<file path="config.mk">
export PLATFORM = sky130hd
export DESIGN_NAME = mem_access_unit
export DESIGN_NICKNAME = d
export VERILOG_FILES = /design/src/rtl/mem_pkg.sv /design/src/rtl/mem_lane_align.sv /design/src/rtl/mem_access_unit.sv
export SDC_FILE = /design/constraint.sdc
export NUM_CORES = 1
export LEC_CHECK = 0
export CAP_MARGIN = 30
export CORE_MARGIN = 8
export CORE_UTILIZATION = 44
export DETAILED_ROUTE_END_ITERATION = 10
export PLACE_DENSITY_LB_ADDON = 0.05
export SLEW_MARGIN = 20
export SYNTH_ARGS = -nofsm -noshare
export SYNTH_HDL_FRONTEND = slang
export SYNTH_SLANG_ARGS = --single-unit
</file>
<file path="constraint.sdc">
create_clock -name clk -period 2.09 [get_ports clk]
set_input_delay 0.418 -clock clk [delete_from_list [all_inputs] [get_ports clk]]
set_output_delay 0.418 -clock clk [all_outputs]
set_load 0.01 [all_outputs]
</file>
<file path="src/rtl/mem_pkg.sv">
// Shared types, Length field decoding and defaults for the load/store sequencer.
package mem_pkg;

    typedef enum logic [1:0] {
        ST_IDLE = 2'd0,
        ST_BUSY = 2'd1,
        ST_DONE = 2'd2
    } state_t;

    typedef enum logic [1:0] {
        SZ_BYTE = 2'd0,
        SZ_HALF = 2'd1,
        SZ_WORD = 2'd2
    } size_t;

    localparam int LEN_WORD_BIT   = 2;
    localparam int LEN_HALF_BIT   = 1;
    localparam int LEN_SIGNED_BIT = 0;

    localparam logic [2:0] LEN_BU = 3'b000;
    localparam logic [2:0] LEN_B  = 3'b001;
    localparam logic [2:0] LEN_HU = 3'b010;
    localparam logic [2:0] LEN_H  = 3'b011;
    localparam logic [2:0] LEN_W  = 3'b100;

    localparam int DEFAULT_TIMEOUT = 16;

    function automatic size_t len_to_size(input logic [2:0] len);
        size_t s;
        if (len[LEN_WORD_BIT])
            s = SZ_WORD;
        else if (len[LEN_HALF_BIT])
            s = SZ_HALF;
        else
            s = SZ_BYTE;
        return s;
    endfunction

    // Stores have no signed variants, so only the unsigned encodings are legal for them.
    function automatic logic len_is_legal(input logic is_store, input logic [2:0] len);
        logic ok;
        case (len)
            LEN_BU, LEN_HU, LEN_W: ok = 1'b1;
            LEN_B, LEN_H:          ok = !is_store;
            default:               ok = 1'b0;
        endcase
        return ok;
    endfunction

    function automatic logic is_misaligned(input size_t size, input logic [1:0] off);
        logic mis;
        case (size)
            SZ_HALF: mis = off[0];
            SZ_WORD: mis = (off != 2'b00);
            default: mis = 1'b0;
        endcase
        return mis;
    endfunction

endpackage

</file>
<file path="src/rtl/mem_lane_align.sv">
// Byte-lane steering: store mask/data replication and load lane extraction with extension.
module mem_lane_align
    import mem_pkg::*;
(
    input  size_t       size,
    input  logic        sgn,
    input  logic [1:0]  offset,
    input  logic [31:0] wdata,
    input  logic [31:0] rdata,
    output logic [3:0]  wmask,
    output logic [31:0] wdata_rep,
    output logic [31:0] load_ext
);

    logic [7:0]  byte_lane;
    logic [15:0] half_lane;

    always_comb begin
        byte_lane = rdata[{offset, 3'b000} +: 8];
        half_lane = rdata[{offset[1], 4'b0000} +: 16];
        wmask     = 4'b1111;
        wdata_rep = wdata;
        load_ext  = rdata;
        case (size)
            SZ_BYTE: begin
                wmask     = 4'b0001 << offset;
                wdata_rep = {4{wdata[7:0]}};
                load_ext  = {{24{sgn & byte_lane[7]}}, byte_lane};
            end
            SZ_HALF: begin
                wmask     = 4'b0011 << {offset[1], 1'b0};
                wdata_rep = {2{wdata[15:0]}};
                load_ext  = {{16{sgn & half_lane[15]}}, half_lane};
            end
            default: begin
                wmask     = 4'b1111;
                wdata_rep = wdata;
                load_ext  = rdata;
            end
        endcase
    end

endmodule

</file>
<file path="src/rtl/mem_access_unit.sv">
// Load/store sequencer: IDLE/BUSY/DONE handshake with the MIO bus, alignment faults and timeout.
module mem_access_unit
    import mem_pkg::*;
#(
    parameter int TIMEOUT = DEFAULT_TIMEOUT
) (
    input  logic        clk,
    input  logic        rstn,
    input  logic        mem_en,
    input  logic        MemRW,
    input  logic [2:0]  Length,
    input  logic [31:0] addr,
    input  logic [31:0] wdata,
    input  logic [31:0] bus_rdata,
    input  logic        MIO_ready,
    output logic        bus_req,
    output logic        bus_we,
    output logic [31:0] bus_addr,
    output logic [31:0] bus_wdata,
    output logic [3:0]  bus_wmask,
    output logic [31:0] load_data,
    output logic        done,
    output logic        err,
    output logic        stall
);

    localparam int CNT_W = $clog2(TIMEOUT);
    localparam logic [CNT_W-1:0] CNT_LAST = CNT_W'(TIMEOUT - 1);

    state_t state_q, state_d;
    logic [CNT_W-1:0] cnt_q, cnt_d;
    logic        bus_req_q, bus_req_d;
    logic        bus_we_q, bus_we_d;
    logic [31:0] bus_addr_q, bus_addr_d;
    logic [31:0] bus_wdata_q, bus_wdata_d;
    logic [3:0]  bus_wmask_q, bus_wmask_d;
    logic [31:0] load_data_q, load_data_d;
    logic        done_q, done_d;
    logic        err_q, err_d;
    logic        sgn_q, sgn_d;
    size_t       size_q, size_d;
    logic [1:0]  off_q, off_d;

    size_t       cmd_size;
    logic        cmd_bad;
    size_t       align_size;
    logic [1:0]  align_off;
    logic [3:0]  align_wmask;
    logic [31:0] align_wdata;
    logic [31:0] align_load;

    // One aligner serves both phases: live command while IDLE, latched access while BUSY.
    assign align_size = (state_q == ST_BUSY) ? size_q : cmd_size;
    assign align_off  = (state_q == ST_BUSY) ? off_q  : addr[1:0];

    mem_lane_align u_align (
        .size      (align_size),
        .sgn       (sgn_q),
        .offset    (align_off),
        .wdata     (wdata),
        .rdata     (bus_rdata),
        .wmask     (align_wmask),
        .wdata_rep (align_wdata),
        .load_ext  (align_load)
    );

    always_comb begin
        cmd_size = len_to_size(Length);
        cmd_bad  = !len_is_legal(MemRW, Length) || is_misaligned(cmd_size, addr[1:0]);

        state_d     = state_q;
        cnt_d       = cnt_q;
        bus_req_d   = bus_req_q;
        bus_we_d    = bus_we_q;
        bus_addr_d  = bus_addr_q;
        bus_wdata_d = bus_wdata_q;
        bus_wmask_d = bus_wmask_q;
        load_data_d = load_data_q;
        done_d      = 1'b0;
        err_d       = 1'b0;
        sgn_d       = sgn_q;
        size_d      = size_q;
        off_d       = off_q;

        case (state_q)
            ST_IDLE: begin
                if (mem_en && cmd_bad) begin
                    err_d   = 1'b1;
                    done_d  = 1'b1;
                    state_d = ST_DONE;
                end else if (mem_en) begin
                    state_d     = ST_BUSY;
                    cnt_d       = '0;
                    bus_req_d   = 1'b1;
                    bus_we_d    = MemRW;
                    bus_addr_d  = {addr[31:2], 2'b00};
                    bus_wdata_d = MemRW ? align_wdata : 32'h0;
                    bus_wmask_d = MemRW ? align_wmask : 4'b0000;
                    sgn_d       = Length[LEN_SIGNED_BIT];
                    size_d      = cmd_size;
                    off_d       = addr[1:0];
                end
            end
            ST_BUSY: begin
                // Ready takes priority over a timeout landing on the same cycle.
                if (MIO_ready) begin
                    if (!bus_we_q)
                        load_data_d = align_load;
                    bus_req_d = 1'b0;
                    bus_we_d  = 1'b0;
                    done_d    = 1'b1;
                    state_d   = ST_DONE;
                end else if (cnt_q == CNT_LAST) begin
                    bus_req_d = 1'b0;
                    bus_we_d  = 1'b0;
                    err_d     = 1'b1;
                    done_d    = 1'b1;
                    state_d   = ST_DONE;
                end else if (cnt_q != '1) begin
                    cnt_d = cnt_q + 1'b1;
                end
            end
            ST_DONE: begin
                state_d = ST_IDLE;
            end
            default: begin
                state_d = ST_IDLE;
            end
        endcase
    end

    always_ff @(posedge clk) begin
        if (!rstn) begin
            state_q     <= ST_IDLE;
            cnt_q       <= '0;
            bus_req_q   <= 1'b0;
            bus_we_q    <= 1'b0;
            bus_addr_q  <= 32'h0;
            bus_wdata_q <= 32'h0;
            bus_wmask_q <= 4'b0000;
            load_data_q <= 32'h0;
            done_q      <= 1'b0;
            err_q       <= 1'b0;
            sgn_q       <= 1'b0;
            size_q      <= SZ_BYTE;
            off_q       <= 2'b00;
        end else begin
            state_q     <= state_d;
            cnt_q       <= cnt_d;
            bus_req_q   <= bus_req_d;
            bus_we_q    <= bus_we_d;
            bus_addr_q  <= bus_addr_d;
            bus_wdata_q <= bus_wdata_d;
            bus_wmask_q <= bus_wmask_d;
            load_data_q <= load_data_d;
            done_q      <= done_d;
            err_q       <= err_d;
            sgn_q       <= sgn_d;
            size_q      <= size_d;
            off_q       <= off_d;
        end
    end

    assign stall     = ((state_q == ST_IDLE) && mem_en) || (state_q == ST_BUSY);
    assign bus_req   = bus_req_q;
    assign bus_we    = bus_we_q;
    assign bus_addr  = bus_addr_q;
    assign bus_wdata = bus_wdata_q;
    assign bus_wmask = bus_wmask_q;
    assign load_data = load_data_q;
    assign done      = done_q;
    assign err       = err_q;

endmodule

</file>
==> results.py <==
metrics = {
    "final_layout": {
        "antenna_cells": 0,
        "layoutNonFillerInstCount": 993,
        "layout-drive-gt1-share_pct": 15.3,
        "nFillCells": 894,
        "finalNetCount": 944,
        "areaGrowthSynthToFinish_pct": 58.4,
        "regArea_um2": 2260,
        "multi_input_area_um2": 2700,
    },
    "hold_path": {
        "hp-class": "register to register",
    },
    "yosys": {
        "syn_area_per_cell_um2": 8.55,
        "synth_cells": 609,
        "synth_edf_count": 0,
        "synth_seq_area_share_pct": 43.5,
        "synth_cell_types": 59,
        "synth_area_um2": 5210,
        "synthFlopType": "dfxtp_1",
        "synthArstFlopShare_pct": 0,
        "ys_warn_count": 0,
        "yosys_register_bits": 113,
    },
    "place": {
        "dpl.cell_count": 963,
        "portBuffers": 206,
        "place_congestion": 0.927,
        "dp_hpwl_mm": 13.6,
    },
    "power": {
        "power_frac_seq_pct": 38.6,
        "switchingPower_uw": 1440,
        "internal_power_uw": 4490,
        "combPwrFrac_pct": 17.1,
        "swShare_pct": 24.3,
        "power_density_nw_per_um2": 720,
        "p_clk_share_pct": 44.3,
        "ir_drop_uv": 658,
        "power.static_leakage_uw": 0.00301,
    },
    "worst_setup_path": {
        "crit_slowest_cell": "clkdlybuf4s50_1",
        "critPathCaptureType": "output pin",
        "crit_required_ns": 1.67,
        "cpPeakStageDelay_ns": 0.47,
        "crit_buf_inv": 2,
        "crit_path_cell_trace": "clkdlybuf4s50_1 -> or3b_4 -> nand2_1 -> clkdlybuf4s15_2",
        "crit_fanout": 4,
        "cpLargestDelayFamily": "buffers and inverters",
        "critPathKind": "primary input to output pin",
        "cp_data_arrival_time_ns": 1.58,
        "startpoint_type": "primary input",
    },
    "timing": {
        "finalCritPeriodShare_pct": 95.4,
        "max_freq_ghz": 0.501,
        "setup_violations": 0,
        "rsz0062_at_grt": "no",
        "holdWs_ns": 0.461,
        "fin_crit_ns": 1.99,
        "finalSetupTns_ns": 0,
        "maxSlewViolCount": 0,
        "hold_viol": 0,
        "skew_ns": 0.00872,
    },
    "grt": {
        "grtUsageTotal_pct": 22.5,
        "grt_pass1_vias": 5404,
        "grt_max_degree": 65,
        "grt_pass1_wl_mm": 28.4,
        "antenna_found_initial": 0,
        "grt-ovfl-total": 0,
    },
    "cts": {
        "cts.sinks": 113,
        "clk_latency_ns": 0.41,
        "tritoncts": "built",
        "cts_hold_buf": 0,
        "cts_setup_buffers": 0,
        "cts_made_buffers": 17,
        "cts_root_buf": "clkbuf_16",
        "path_clk_slew_ns": 0.05,
        "htreeDepth": 4,
        "cts_buffer_depth": 2,
    },
    "route": {
        "first_pass_iters": 5,
        "drt_iter0_drc": 371,
        "drtAntennaViolNets": 0,
        "route.detailed.drc": 0,
        "wirelength_mm": 18.0,
        "num_vias": 5304,
        "via_per_inst": 5.34,
        "wire_per_inst_um": 18.1,
    },
    "status": {
        "outcome": "finished clean",
    },
    "floorplanning": {
        "die_w_um": 125,
        "rows": 39,
        "start_util_pct": 45.4,
        "io_pins": 209,
        "dieArea_um2": 15600,
        "dieHeight_um": 125,
        "core_area_um2": 11500,
    },
    "job": {
        "maxCapViolCount": 0,
    },
}
-- per-stage QoR --
step                utilization, %  cell area [um2]  setup slack (ns)  power (uW)
floorplan                        -             5210             0.184        2770
global placement              67.0             7680            -0.386        3320
detailed placement            67.0             7680            -0.496        3330
CTS                           71.8             8240            0.0352        5970
global route                  71.9             8250            0.0525        6160
finish                        71.9             8250            0.0955        5940
-- synthesized netlist by cell type (all sizes together), types with 3 or more instances --
cell       n  area share (%)
o221a      8             1.7
o21a       4            0.58
dfxtp    113              43
o22ai      8            0.96
o2111ai    3            0.50
mux2      10             2.2
o211ai    17             2.7
nor2      15             1.1
nand2    135             9.8
a31oi      4            0.48
nand3     24             2.4
nand3b     3            0.43
and2      17             2.0
a21boi    58             8.4
buf       23             3.1
a221oi     8             1.3
mux2i     10             2.2
a21oi     34             4.0
o21ai     50             4.9
clkbuf    28             2.0
nor2b      4            0.48
inv        4            0.29
-- worst register-to-register path: cells and delay by family (launching register included) --
| family | cells | cell delay, ns |
|---|---|---|
| AOI/OAI and AO/OA | 1 | 0.24 |
| muxes | 1 | 0.39 |
| buffers and inverters | 2 | 0.32 |
| DFF | 1 | 0.41 |
| and+or+nand+nor | 3 | 0.51 |
-- repair_timing --
| action | 4_1_cts | 5_1_grt |
|---|---|---|
| gates resized for setup | 6 | 5 |
| endpoints found under the setup margin | 20 | 34 |
| pin swaps | 0 | 0 |
-- routing by layer --
layer | global-route usage [%] | up-vias | wire length (um)
li1 | - | 2609 | -
met1 | 26.2 | 2489 | 7750
met2 | 36.6 | 189 | 8360
met3 | 9.28 | 17 | 1620
met4 | 7.16 | 0 | 220
met5 | 0 | - | 0
-- placed cells by master, fill, tap and decap left out, drive strengths merged, types with 15 or more instances in the layout --
cell type / Yosys / layout
clkdlybuf4s50: 0 / 204
nand2: 135 / 135
dfxtp: 113 / 113
a21boi: 58 / 58
buf: 23 / 56
o21ai: 50 / 50
a21oi: 34 / 34
nand3: 24 / 24
clkbuf: 28 / 24
and2: 17 / 17
o211ai: 17 / 17
nor2: 15 / 15
-- cells by family after synthesis --
logic type      Yosys count  share of synthesized area, %
buf+inv                  55                          5.43
xor+xnor                  2                         0.337
compound gates          206                          27.9
other cells               1                        0.0720
mux                      20                          4.40
fa+ha+maj                 1                         0.240
flops                   113                          43.5
simple gates            211                          18.2
-- power groups by stage --
stage	Sequential (uW)	Clock (uW)	Combinational [uW]
2_1_floorplan	2360	0	409
3_3_place_gp	2330	0	988
3_5_place_dp	2330	0	1000
4_1_cts	2290	2670	1010
5_1_grt	2300	2770	1090
6_report	2290	2630	1010
-- worst paths after layout --
kind / startpoint / endpoint / slack [ns] / cells past startpoint
worst max-delay path: mem_en / stall / 0.1 / 4
worst min-delay path: bus_addr[4]$_SDFFE_PN0P_ / bus_addr[4]$_SDFFE_PN0P_ / 0.46 / 2
worst max register to register: state_q[1]$_SDFFE_PN0P_ / load_data[15]$_SDFFE_PN0P_ / 0.14 / 7
worst min register to register: bus_addr[4]$_SDFFE_PN0P_ / bus_addr[4]$_SDFFE_PN0P_ / 0.46 / 2
-- state kept, by name, indices dropped and copies added, names as in the netlist --
register	cells
bus_addr	30
bus_req	1
bus_wdata	32
bus_we	1
bus_wmask	4
cnt_q	4
done	1
err	1
load_data	32
off_q	2
sgn_q	1
size_q	2
state_q	2
-- layout make-up --
cell class              instances  area share, %
clock buffers                  24           5.84
inverters                       4          0.182
well taps                     143           2.17
multi-input cells             442           32.7
flip-flops and latches        113           27.5
repair buffers                261           30.9
clock inverters                 6          0.698
Power figures use the tool's default switching activity.
